### src/rtl/jtag_tap_core_if.sv
// Board-side JTAG signals plus the parallel boundary-scan and instruction-select
// bundle of jtag_tap_core. The TAP itself takes the slave modport.
interface jtag_tap_core_if #(
  parameter int IR_WIDTH = 4,
  parameter int BSR_LEN  = 10
);
  logic                TMS;
  logic                TDI;
  logic                TDO;
  logic                TDO_EN;
  logic [3:0]          STATE;
  logic                TLR;
  logic [IR_WIDTH-1:0] IR_OUT;
  logic [BSR_LEN-1:0]  BSR_IN;
  logic [BSR_LEN-1:0]  BSR_OUT;
  logic                BYPASS_SEL;
  logic                IDCODE_SEL;
  logic                USERCODE_SEL;
  logic                SAMPLE_SEL;
  logic                EXTEST_SEL;
  logic                INTEST_SEL;

  modport slave (
    input  TMS, TDI, BSR_IN,
    output TDO, TDO_EN, STATE, TLR, IR_OUT, BSR_OUT,
           BYPASS_SEL, IDCODE_SEL, USERCODE_SEL, SAMPLE_SEL, EXTEST_SEL, INTEST_SEL
  );

  modport master (
    output TMS, TDI, BSR_IN,
    input  TDO, TDO_EN, STATE, TLR, IR_OUT, BSR_OUT,
           BYPASS_SEL, IDCODE_SEL, USERCODE_SEL, SAMPLE_SEL, EXTEST_SEL, INTEST_SEL
  );
endinterface

### src/rtl/jtag_tap_core.sv
// IEEE 1149.1-style TAP: 16-state controller, IR, bypass/IDCODE/BSR data registers.
// Define JTAG_TAP_USERCODE_EN to include the USERCODE register.
//
// state   | code | meaning
// TLR     | F    | test-logic-reset, IR forced to IDCODE
// RTI     | C    | run-test/idle
// SELDR   | 7    | select DR scan
// CAPDR   | 6    | parallel load of selected DR
// SHDR    | 2    | shift selected DR, TDI -> MSB, LSB -> TDO
// EX1DR   | 1    | exit-1 DR
// PAUSEDR | 3    | pause DR, contents held
// EX2DR   | 0    | exit-2 DR
// UPDR    | 5    | BSR update stage loads
// SELIR   | 4    | select IR scan
// CAPIR   | E    | IR shift register loads 0..01
// SHIR    | A    | shift IR
// EX1IR   | 9    | exit-1 IR
// PAUSEIR | B    | pause IR
// EX2IR   | 8    | exit-2 IR
// UPIR    | D    | active instruction loads from IR shift register
module jtag_tap_core #(
  parameter int                  IR_WIDTH     = 4,
  parameter int                  BSR_LEN      = 10,
  parameter logic [31:0]         IDCODE_VAL   = 32'h1000_0A5B,
  parameter logic [31:0]         USERCODE_VAL = 32'hCAFE_0001,
  parameter logic [IR_WIDTH-1:0] OP_IDCODE    = IR_WIDTH'(4'h7),
  parameter logic [IR_WIDTH-1:0] OP_BYPASS    = IR_WIDTH'(4'hF),
  parameter logic [IR_WIDTH-1:0] OP_SAMPLE    = IR_WIDTH'(4'h1),
  parameter logic [IR_WIDTH-1:0] OP_EXTEST    = IR_WIDTH'(4'h2),
  parameter logic [IR_WIDTH-1:0] OP_INTEST    = IR_WIDTH'(4'h3),
  parameter logic [IR_WIDTH-1:0] OP_USERCODE  = IR_WIDTH'(4'h8)
) (
  input  logic            TCK,
  input  logic            TRST_N,
  jtag_tap_core_if.slave  tap
);

  typedef enum logic [3:0] {
    S_EX2DR   = 4'h0,
    S_EX1DR   = 4'h1,
    S_SHDR    = 4'h2,
    S_PAUSEDR = 4'h3,
    S_SELIR   = 4'h4,
    S_UPDR    = 4'h5,
    S_CAPDR   = 4'h6,
    S_SELDR   = 4'h7,
    S_EX2IR   = 4'h8,
    S_EX1IR   = 4'h9,
    S_SHIR    = 4'hA,
    S_PAUSEIR = 4'hB,
    S_RTI     = 4'hC,
    S_UPIR    = 4'hD,
    S_CAPIR   = 4'hE,
    S_TLR     = 4'hF
  } tap_state_e;

  typedef struct packed {
    logic bypass;
    logic idcode;
    logic usercode;
    logic sample;
    logic extest;
    logic intest;
  } sel_t;

  function automatic tap_state_e next_state(input tap_state_e s, input logic tms);
    tap_state_e n;
    case (s)
      S_TLR:     n = tms ? S_TLR   : S_RTI;
      S_RTI:     n = tms ? S_SELDR : S_RTI;
      S_SELDR:   n = tms ? S_SELIR : S_CAPDR;
      S_CAPDR:   n = tms ? S_EX1DR : S_SHDR;
      S_SHDR:    n = tms ? S_EX1DR : S_SHDR;
      S_EX1DR:   n = tms ? S_UPDR  : S_PAUSEDR;
      S_PAUSEDR: n = tms ? S_EX2DR : S_PAUSEDR;
      S_EX2DR:   n = tms ? S_UPDR  : S_SHDR;
      S_UPDR:    n = tms ? S_SELDR : S_RTI;
      S_SELIR:   n = tms ? S_TLR   : S_CAPIR;
      S_CAPIR:   n = tms ? S_EX1IR : S_SHIR;
      S_SHIR:    n = tms ? S_EX1IR : S_SHIR;
      S_EX1IR:   n = tms ? S_UPIR  : S_PAUSEIR;
      S_PAUSEIR: n = tms ? S_EX2IR : S_PAUSEIR;
      S_EX2IR:   n = tms ? S_UPIR  : S_SHIR;
      S_UPIR:    n = tms ? S_SELDR : S_RTI;
      default:   n = S_TLR;
    endcase
    return n;
  endfunction

  // Priority chain keeps the selects one-hot even if two opcode parameters collide.
  function automatic sel_t decode(input logic [IR_WIDTH-1:0] ir);
    sel_t s;
    s = '0;
    if (ir == OP_IDCODE)        s.idcode = 1'b1;
    else if (ir == OP_BYPASS)   s.bypass = 1'b1;
    else if (ir == OP_SAMPLE)   s.sample = 1'b1;
    else if (ir == OP_EXTEST)   s.extest = 1'b1;
    else if (ir == OP_INTEST)   s.intest = 1'b1;
`ifdef JTAG_TAP_USERCODE_EN
    else if (ir == OP_USERCODE) s.usercode = 1'b1;
`else
    else if (ir == OP_USERCODE) s.bypass = 1'b1;
`endif
    else                        s.bypass = 1'b1;
    return s;
  endfunction

  tap_state_e          r_state;
  logic                r_tlr;
  tap_state_e          w_next_state;
  logic [IR_WIDTH-1:0] r_ir_sr;
  logic [IR_WIDTH-1:0] r_ir_out;
  sel_t                r_sel;
  logic                r_bypass;
  logic [31:0]         r_idcode;
`ifdef JTAG_TAP_USERCODE_EN
  logic [31:0]         r_usercode;
`endif
  logic [BSR_LEN-1:0]  r_bsr_sr;
  logic [BSR_LEN-1:0]  r_bsr_out;
  logic [BSR_LEN:0]    w_bsr_cat;
  logic                w_bsr_sel;
  logic                w_dr_lsb;
  logic                r_tdo;
  logic                r_tdo_en;

  assign w_next_state = next_state(r_state, tap.TMS);

  always_ff @(posedge TCK or negedge TRST_N) begin
    if (!TRST_N) begin
      r_state <= S_TLR;
      r_tlr   <= 1'b1;
    end else begin
      r_state <= w_next_state;
      r_tlr   <= (w_next_state == S_TLR);
    end
  end

  always_ff @(posedge TCK or negedge TRST_N) begin
    if (!TRST_N) begin
      r_ir_sr  <= '0;
      r_ir_out <= OP_IDCODE;
      r_sel    <= decode(OP_IDCODE);
    end else begin
      case (r_state)
        S_TLR: begin
          r_ir_out <= OP_IDCODE;
          r_sel    <= decode(OP_IDCODE);
        end
        S_CAPIR: r_ir_sr <= IR_WIDTH'(2'b01);
        S_SHIR:  r_ir_sr <= {tap.TDI, r_ir_sr[IR_WIDTH-1:1]};
        S_UPIR: begin
          r_ir_out <= r_ir_sr;
          r_sel    <= decode(r_ir_sr);
        end
        default: ;
      endcase
    end
  end

  assign w_bsr_sel = r_sel.sample | r_sel.extest | r_sel.intest;
  // Concatenate TDI above the BSR so the shift also works for a single-cell chain.
  assign w_bsr_cat = {tap.TDI, r_bsr_sr};

  always_ff @(posedge TCK or negedge TRST_N) begin
    if (!TRST_N) begin
      r_bypass   <= 1'b0;
      r_idcode   <= '0;
`ifdef JTAG_TAP_USERCODE_EN
      r_usercode <= '0;
`endif
      r_bsr_sr   <= '0;
      r_bsr_out  <= '0;
    end else begin
      case (r_state)
        S_CAPDR: begin
          if (r_sel.bypass)   r_bypass   <= 1'b0;
          if (r_sel.idcode)   r_idcode   <= IDCODE_VAL;
`ifdef JTAG_TAP_USERCODE_EN
          if (r_sel.usercode) r_usercode <= USERCODE_VAL;
`endif
          if (w_bsr_sel)      r_bsr_sr   <= tap.BSR_IN;
        end
        S_SHDR: begin
          if (r_sel.bypass)   r_bypass   <= tap.TDI;
          if (r_sel.idcode)   r_idcode   <= {tap.TDI, r_idcode[31:1]};
`ifdef JTAG_TAP_USERCODE_EN
          if (r_sel.usercode) r_usercode <= {tap.TDI, r_usercode[31:1]};
`endif
          if (w_bsr_sel)      r_bsr_sr   <= w_bsr_cat[BSR_LEN:1];
        end
        S_UPDR: begin
          if (w_bsr_sel)      r_bsr_out  <= r_bsr_sr;
        end
        default: ;
      endcase
    end
  end

  always_comb begin
    w_dr_lsb = r_bypass;
    if (r_sel.idcode)   w_dr_lsb = r_idcode[0];
`ifdef JTAG_TAP_USERCODE_EN
    if (r_sel.usercode) w_dr_lsb = r_usercode[0];
`endif
    if (w_bsr_sel)      w_dr_lsb = r_bsr_sr[0];
  end

  // TDO launches on the falling edge so the board samples it cleanly on the next rising edge.
  always_ff @(negedge TCK or negedge TRST_N) begin
    if (!TRST_N) begin
      r_tdo    <= 1'b0;
      r_tdo_en <= 1'b0;
    end else if (r_state == S_SHDR) begin
      r_tdo    <= w_dr_lsb;
      r_tdo_en <= 1'b1;
    end else if (r_state == S_SHIR) begin
      r_tdo    <= r_ir_sr[0];
      r_tdo_en <= 1'b1;
    end else begin
      r_tdo    <= 1'b0;
      r_tdo_en <= 1'b0;
    end
  end

  assign tap.TDO        = r_tdo;
  assign tap.TDO_EN     = r_tdo_en;
  assign tap.STATE      = r_state;
  assign tap.TLR        = r_tlr;
  assign tap.IR_OUT     = r_ir_out;
  assign tap.BSR_OUT    = r_bsr_out;
  assign tap.BYPASS_SEL = r_sel.bypass;
  assign tap.IDCODE_SEL = r_sel.idcode;
  assign tap.SAMPLE_SEL = r_sel.sample;
  assign tap.EXTEST_SEL = r_sel.extest;
  assign tap.INTEST_SEL = r_sel.intest;

`ifdef JTAG_TAP_USERCODE_EN
  assign tap.USERCODE_SEL = r_sel.usercode;
`else
  logic w_unused_usercode;
  assign w_unused_usercode = ^{USERCODE_VAL, r_sel.usercode};
  assign tap.USERCODE_SEL  = 1'b0;
`endif

endmodule
### src/flat_wrapper.sv
// flat-port wrapper written by rule: the top's interface ports become plain ports
module jtag_tap_core_flat 
#(
  parameter int                  IR_WIDTH     = 4,
  parameter int                  BSR_LEN      = 10,
  parameter logic [31:0]         IDCODE_VAL   = 32'h1000_0A5B,
  parameter logic [31:0]         USERCODE_VAL = 32'hCAFE_0001,
  parameter logic [IR_WIDTH-1:0] OP_IDCODE    = IR_WIDTH'(4'h7),
  parameter logic [IR_WIDTH-1:0] OP_BYPASS    = IR_WIDTH'(4'hF),
  parameter logic [IR_WIDTH-1:0] OP_SAMPLE    = IR_WIDTH'(4'h1),
  parameter logic [IR_WIDTH-1:0] OP_EXTEST    = IR_WIDTH'(4'h2),
  parameter logic [IR_WIDTH-1:0] OP_INTEST    = IR_WIDTH'(4'h3),
  parameter logic [IR_WIDTH-1:0] OP_USERCODE  = IR_WIDTH'(4'h8)
)
  (TCK, TRST_N, tap_TMS, tap_TDI, tap_BSR_IN, tap_TDO, tap_TDO_EN, tap_STATE, tap_TLR, tap_IR_OUT, tap_BSR_OUT, tap_BYPASS_SEL, tap_IDCODE_SEL, tap_USERCODE_SEL, tap_SAMPLE_SEL, tap_EXTEST_SEL, tap_INTEST_SEL);
  jtag_tap_core_if #(.IR_WIDTH(IR_WIDTH), .BSR_LEN(BSR_LEN)) tap_i ();
  input  logic TCK;
  input  logic TRST_N;
  input wire logic [$bits(tap_i.TMS)-1:0] tap_TMS;
  input wire logic [$bits(tap_i.TDI)-1:0] tap_TDI;
  input wire logic [$bits(tap_i.BSR_IN)-1:0] tap_BSR_IN;
  output wire logic [$bits(tap_i.TDO)-1:0] tap_TDO;
  output wire logic [$bits(tap_i.TDO_EN)-1:0] tap_TDO_EN;
  output wire logic [$bits(tap_i.STATE)-1:0] tap_STATE;
  output wire logic [$bits(tap_i.TLR)-1:0] tap_TLR;
  output wire logic [$bits(tap_i.IR_OUT)-1:0] tap_IR_OUT;
  output wire logic [$bits(tap_i.BSR_OUT)-1:0] tap_BSR_OUT;
  output wire logic [$bits(tap_i.BYPASS_SEL)-1:0] tap_BYPASS_SEL;
  output wire logic [$bits(tap_i.IDCODE_SEL)-1:0] tap_IDCODE_SEL;
  output wire logic [$bits(tap_i.USERCODE_SEL)-1:0] tap_USERCODE_SEL;
  output wire logic [$bits(tap_i.SAMPLE_SEL)-1:0] tap_SAMPLE_SEL;
  output wire logic [$bits(tap_i.EXTEST_SEL)-1:0] tap_EXTEST_SEL;
  output wire logic [$bits(tap_i.INTEST_SEL)-1:0] tap_INTEST_SEL;
  assign tap_i.TMS = tap_TMS;
  assign tap_i.TDI = tap_TDI;
  assign tap_i.BSR_IN = tap_BSR_IN;
  assign tap_TDO = tap_i.TDO;
  assign tap_TDO_EN = tap_i.TDO_EN;
  assign tap_STATE = tap_i.STATE;
  assign tap_TLR = tap_i.TLR;
  assign tap_IR_OUT = tap_i.IR_OUT;
  assign tap_BSR_OUT = tap_i.BSR_OUT;
  assign tap_BYPASS_SEL = tap_i.BYPASS_SEL;
  assign tap_IDCODE_SEL = tap_i.IDCODE_SEL;
  assign tap_USERCODE_SEL = tap_i.USERCODE_SEL;
  assign tap_SAMPLE_SEL = tap_i.SAMPLE_SEL;
  assign tap_EXTEST_SEL = tap_i.EXTEST_SEL;
  assign tap_INTEST_SEL = tap_i.INTEST_SEL;
  jtag_tap_core #(.IR_WIDTH(IR_WIDTH), .BSR_LEN(BSR_LEN), .IDCODE_VAL(IDCODE_VAL), .USERCODE_VAL(USERCODE_VAL), .OP_IDCODE(OP_IDCODE), .OP_BYPASS(OP_BYPASS), .OP_SAMPLE(OP_SAMPLE), .OP_EXTEST(OP_EXTEST), .OP_INTEST(OP_INTEST), .OP_USERCODE(OP_USERCODE)) u_core (.TCK(TCK), .TRST_N(TRST_N), .tap(tap_i));
endmodule
### config.mk
export PLATFORM = sky130hd
export DESIGN_NAME = jtag_tap_core_flat
export DESIGN_NICKNAME = d
export VERILOG_FILES = /design/src/rtl/jtag_tap_core_if.sv /design/src/rtl/jtag_tap_core.sv /design/src/flat_wrapper.sv
export SDC_FILE = /design/constraint.sdc
export NUM_CORES = 1
export LEC_CHECK = 0
export ABC_AREA = 0
export BUFFER_PORTS_ARGS = -buffer_cell sky130_fd_sc_hd__buf_2
export CAP_MARGIN = 20
export CORE_AREA = 4 4 109 111
export CTS_CLUSTER_DIAMETER = 100
export DETAILED_ROUTE_END_ITERATION = 6
export DIE_AREA = 0 0 113 115
export GPL_TIMING_DRIVEN = 0
export PLACE_DENSITY_LB_ADDON = 0.25
export SETUP_SLACK_MARGIN = 0.15
export SLEW_MARGIN = 0
export SYNTH_ARGS = -nofsm -noshare
export SYNTH_HDL_FRONTEND = slang
export SYNTH_SLANG_ARGS = --single-unit
### constraint.sdc
create_clock -name TCK -period 2.5 [get_ports TCK]
set_input_delay 0.125 -clock TCK [delete_from_list [all_inputs] [get_ports TCK]]
set_output_delay 0.125 -clock TCK [all_outputs]
set_load 0.05 [all_outputs]
[Yosys cells after proc, flatten, opt, wreduce, memory -nomap -nowiden]
Cells that the tools add are included.
Storage, ports and cells
  register bits: 73
  output and inout port bits: 27
  input port bits: 14
  word-level logic and storage cells: 99
Cells by class
  reductions and logical operators: 11
  mux-type cells: 44
  bitwise logic cells: 2
  equality and inequality tests: 27
Operator list (number)
  2-to-1 mux 32 bit: 2
  one-hot mux 32 bit (2 select lines): 1
  one-hot mux 4 bit (12 select lines): 1
  == test 4 bit, second input constant: 10
  == test 4 x 3 -> 1 bit, second input constant: 5
  2-to-1 mux 10 bit: 2
  one-hot mux 10 bit (2 select lines): 1
  2-to-1 mux 1 bit: 19
  2-to-1 mux 3 bit: 6
  == test 4 x 2 -> 1 bit, second input constant: 4
  one-hot mux 4 bit (2 select lines): 2
  2-to-1 mux 2 bit: 7
  != test 2 x 1 -> 1 bit, second input constant: 6
  one-hot mux 6 bit (2 select lines): 1
  AND reduction 3 bit: 3
  == test 4 x 1 -> 1 bit, second input constant: 2
  nonzero test 2 bit: 3
  logical NOT 4 bit: 1
  2-to-1 mux 4 bit: 1
  OR reduction 2 bit: 2
  OR reduction 3 bit: 1
  bitwise OR 1 bit: 2
  one-hot mux 1 bit (2 select lines): 1
  AND reduction 2 bit: 1

[Longest topological paths before layout]
  depth in word-level cells: 7
  mapped depth: 6
  depth with buffers taken out: 3

==> reports/qor.txt <==
Hold Path End = u_core.r_idcode[31]$_DFFE_PN0P_
Number of nets in the layout = 362
I/O pins = 41
Final core occ = 36.4%
Detailed-route via count = 2239
Overall Power = 4.54 mW
Count of inserted antenna diode cells = 0
Post-Synthesis Net Count = 308
Number of buffers created by CTS = 9
Maximum number of pins on one net before global-route repair = 67
Iteration-0 DRC count of the detailed router = 110
Most common cell after layout, fill and taps aside = sky130_fd_sc_hd__dfrtp_1
CP cell instances = or3_4 -> or3_4 -> a311oi_2
Slew headroom = 59.3%
Final clock skew = 0.0143 ns
Share of final-layout standard cells stronger than drive strength 1 = 33.1%
Routability congestion estimate = 0.732
Number of different library cells in the post-synthesis netlist = 37
Most frequently used flop master after synthesis = sky130_fd_sc_hd__dfrtp_1
Length in cells of the worst reg-to-reg path = 3
Buffers added on ports = 39
Worst reg2reg startpoint = u_core.tap.INTEST_SEL$_DFFE_PN0P_
H-tree lvl count = 3
Die Height = 115 um
Category of the worst setup path launch point = register
Pwr per Cell Area = 1160 nW/um2
Violated checks = negative setup slack
Number of warnings printed during yosys synthesis = 0
Vias in the first global route = 2253
CP max FO = 3
Residual DRC count = 0
Peak per-stage delay on the critical path = 0.42 ns
Cell with the most instances on the worst path = sky130_fd_sc_hd__or3_4
Critical path class = reg -> reg
Number of synthesized register bits = 73
Final non-filler cell area = 3930 um2
Routed length per placed instance = 13.3 um
Worst Tran Pin Value = 0.605 ns
Antenna violations before repair = 0
Final antenna-violating net count = 0
Post-Syn Area per Cell = 11.0 um2
Clock buffer depth = 2
WP data arrival = 1.69 ns
Die Footprint = 13000 um2
Overflow left after global routing = 0
VDD IR max = 0.457 mV
Synthesis-to-finish area growth = 21.8%
Top library cells by usage in the layout, fill and taps aside = sky130_fd_sc_hd__dfrtp_1, sky130_fd_sc_hd__nand2_1, sky130_fd_sc_hd__o21ai_0
Clock tree root buffer cell = sky130_fd_sc_hd__clkbuf_8
Sequential cell area fraction in the yosys report = 57.0%
GRT Util Overall = 10.9%
Endpoint of the lowest-slack register-to-register path = u_core.tap.TDO$_DFF_NN0_
Die extent in x = 113 um
Via count normalized by instance count = 4.54
Placeable core area = 10800 um2
Cell count of the worst hold path = 3
Crit path setup slack, layout = -0.104 ns
Post-Syn Area = 3220 um2
Clk Latency, worst-skew pair = 0.34 ns
Leakage dissipation = 1.78 nW
Final count of hold timing violations = 0
Required time of the critical path = 1.58 ns
Crit-path slowest cell = sky130_fd_sc_hd__dfrtp_2
Number of clock sinks = 73
Final count of pins violating max slew = 0
RSZ-0062 raised after global routing = yes
Clock tree from TritonCTS = built
Final HPWL from detailed placement = 4.45 mm
Final WL = 6.55 mm
Clock-pin slew reported for the worst setup and hold paths after clock tree synthesis = 0.08 ns
Number of optimization iterations in the first detailed-route pass = 4
Number of enable-type register cells in the synthesized netlist = 0
Number of failing setup endpoints in the final timing report = 1
Ys async rst share = 100%
Min-delay src = tap_TDI
Wire length of the first global-routing pass = 11.4 mm
Worst reg-to-reg setup slack = -0.10 ns
Nature of the critical path endpoint = register
Total of max-cap violations = 0
Result of the run = finished with violations
Site row count = 38
Placement Cell Area = 3650 um2
Initial Utilization = 29.9%
Synthesized netlist cell count = 294
Tightest Hold Check Type = in -> reg
metrics by stage:
| stage | hold slack, ns | instances | TNS [ns] | worst slack, ns |
|---|---|---|---|---|
| after floorplan | -0.171 | 294 | -0.165 | -0.165 |
| after global placement | 0.360 | 473 | -0.753 | -0.324 |
| after detailed placement | -0.0376 | 474 | -0.114 | -0.114 |
| after CTS | 0.0527 | 492 | -0.147 | -0.147 |
| after global routing | 0.0469 | 493 | -0.172 | -0.172 |
| final | 0.0750 | 493 | -0.104 | -0.104 |
registers in the layout, indices dropped and copies added, names as in the netlist:
signal	count
u_core.r_bsr_sr	10
u_core.r_bypass	1
u_core.r_idcode	32
u_core.r_ir_sr	4
u_core.tap.BSR_OUT	10
u_core.tap.BYPASS_SEL	1
u_core.tap.EXTEST_SEL	1
u_core.tap.IDCODE_SEL	1
u_core.tap.INTEST_SEL	1
u_core.tap.IR_OUT	4
u_core.tap.SAMPLE_SEL	1
u_core.tap.STATE	4
u_core.tap.TDO	1
u_core.tap.TDO_EN	1
u_core.tap.TLR	1
power by group:
group,internal (mW),switching [mW]
Sequential,1.57,0.215
Combinational,0.642,1.10
Clock,0.561,0.449
critical path: cells and delay by family, from the launching register on:
| kind | cells | cell delay, ns |
|---|---|---|
| flops | 1 | 0.42 |
| simple gates | 2 | 0.72 |
| compound gates | 1 | 0.20 |
repair_timing:
item	4_1_cts	5_1_grt
setup buffers	0	1
hold endpoints to repair	63	0
resized for setup	3	5
endpoints found under the setup margin	4	2
hold buffers	2	0
pin swaps	0	0
cells in the mapped netlist, types with 4 or more instances:
library cell,n,area [um2]
sky130_fd_sc_hd__mux2_2,22,248
sky130_fd_sc_hd__clkbuf_1,16,60.1
sky130_fd_sc_hd__mux2_4,10,150
sky130_fd_sc_hd__nand3_1,4,20.0
sky130_fd_sc_hd__dfrtp_1,62,1550
sky130_fd_sc_hd__nand2_1,47,176
sky130_fd_sc_hd__o21ai_0,40,200
sky130_fd_sc_hd__nor2_1,13,48.8
sky130_fd_sc_hd__buf_2,4,20.0
sky130_fd_sc_hd__dfstp_2,9,236
sky130_fd_sc_hd__nand2b_1,25,156
layer usage:
layer | vias to the layer above | global-route usage [%] | part of all wire (%)
li1 | 1105 | - | -
met1 | 1095 | 14.7 | 50
met2 | 34 | 16.7 | 45
met3 | 5 | 3.53 | 4.3
met4 | 0 | 3.29 | 0.72
met5 | - | 0 | 0
how the worst max path moves through the flow:
| stage | startpoint | end |
|---|---|---|
| global placement | TRST_N | u_core.tap.TDO$_DFF_NN0_ |
| global route | u_core.tap.SAMPLE_SEL$_DFFE_PN0P_ | u_core.tap.TDO$_DFF_NN0_ |
| detailed placement | u_core.tap.INTEST_SEL$_DFFE_PN0P_ | u_core.tap.TDO$_DFF_NN0_ |
| finish | u_core.tap.INTEST_SEL$_DFFE_PN0P_ | u_core.tap.TDO$_DFF_NN0_ |
| CTS | u_core.tap.INTEST_SEL$_DFFE_PN0P_ | u_core.tap.TDO$_DFF_NN0_ |
| floorplan | u_core.tap.INTEST_SEL$_DFFE_PN0P_ | u_core.tap.TDO$_DFF_NN0_ |
kinds of logic (layout without fill, tap and decap cells):
family                 after synthesis  in the layout  share of synthesized area (%)
AND/OR/NAND/NOR                    104            104                           16.2
AO/OA/AOI/OAI                       56             56                           10.2
buffers and inverters               26             85                           3.53
flip-flops                          73             73                           57.0
multiplexers                        34             34                           13.0
other                                1              1                          0.116
final cells by class:
class                      count  area (um2)
buffer                        23         130
tap                          140         175
multi-input combinational    195        1290
timing repair buffer          43         258
inverter                       3        11.3
clock buffer                   9         124
fill                        1087        6870
clock inverter                 7        95.1
sequential                    73        1840
No activity file was read; power rests on OpenSTA's default activity.
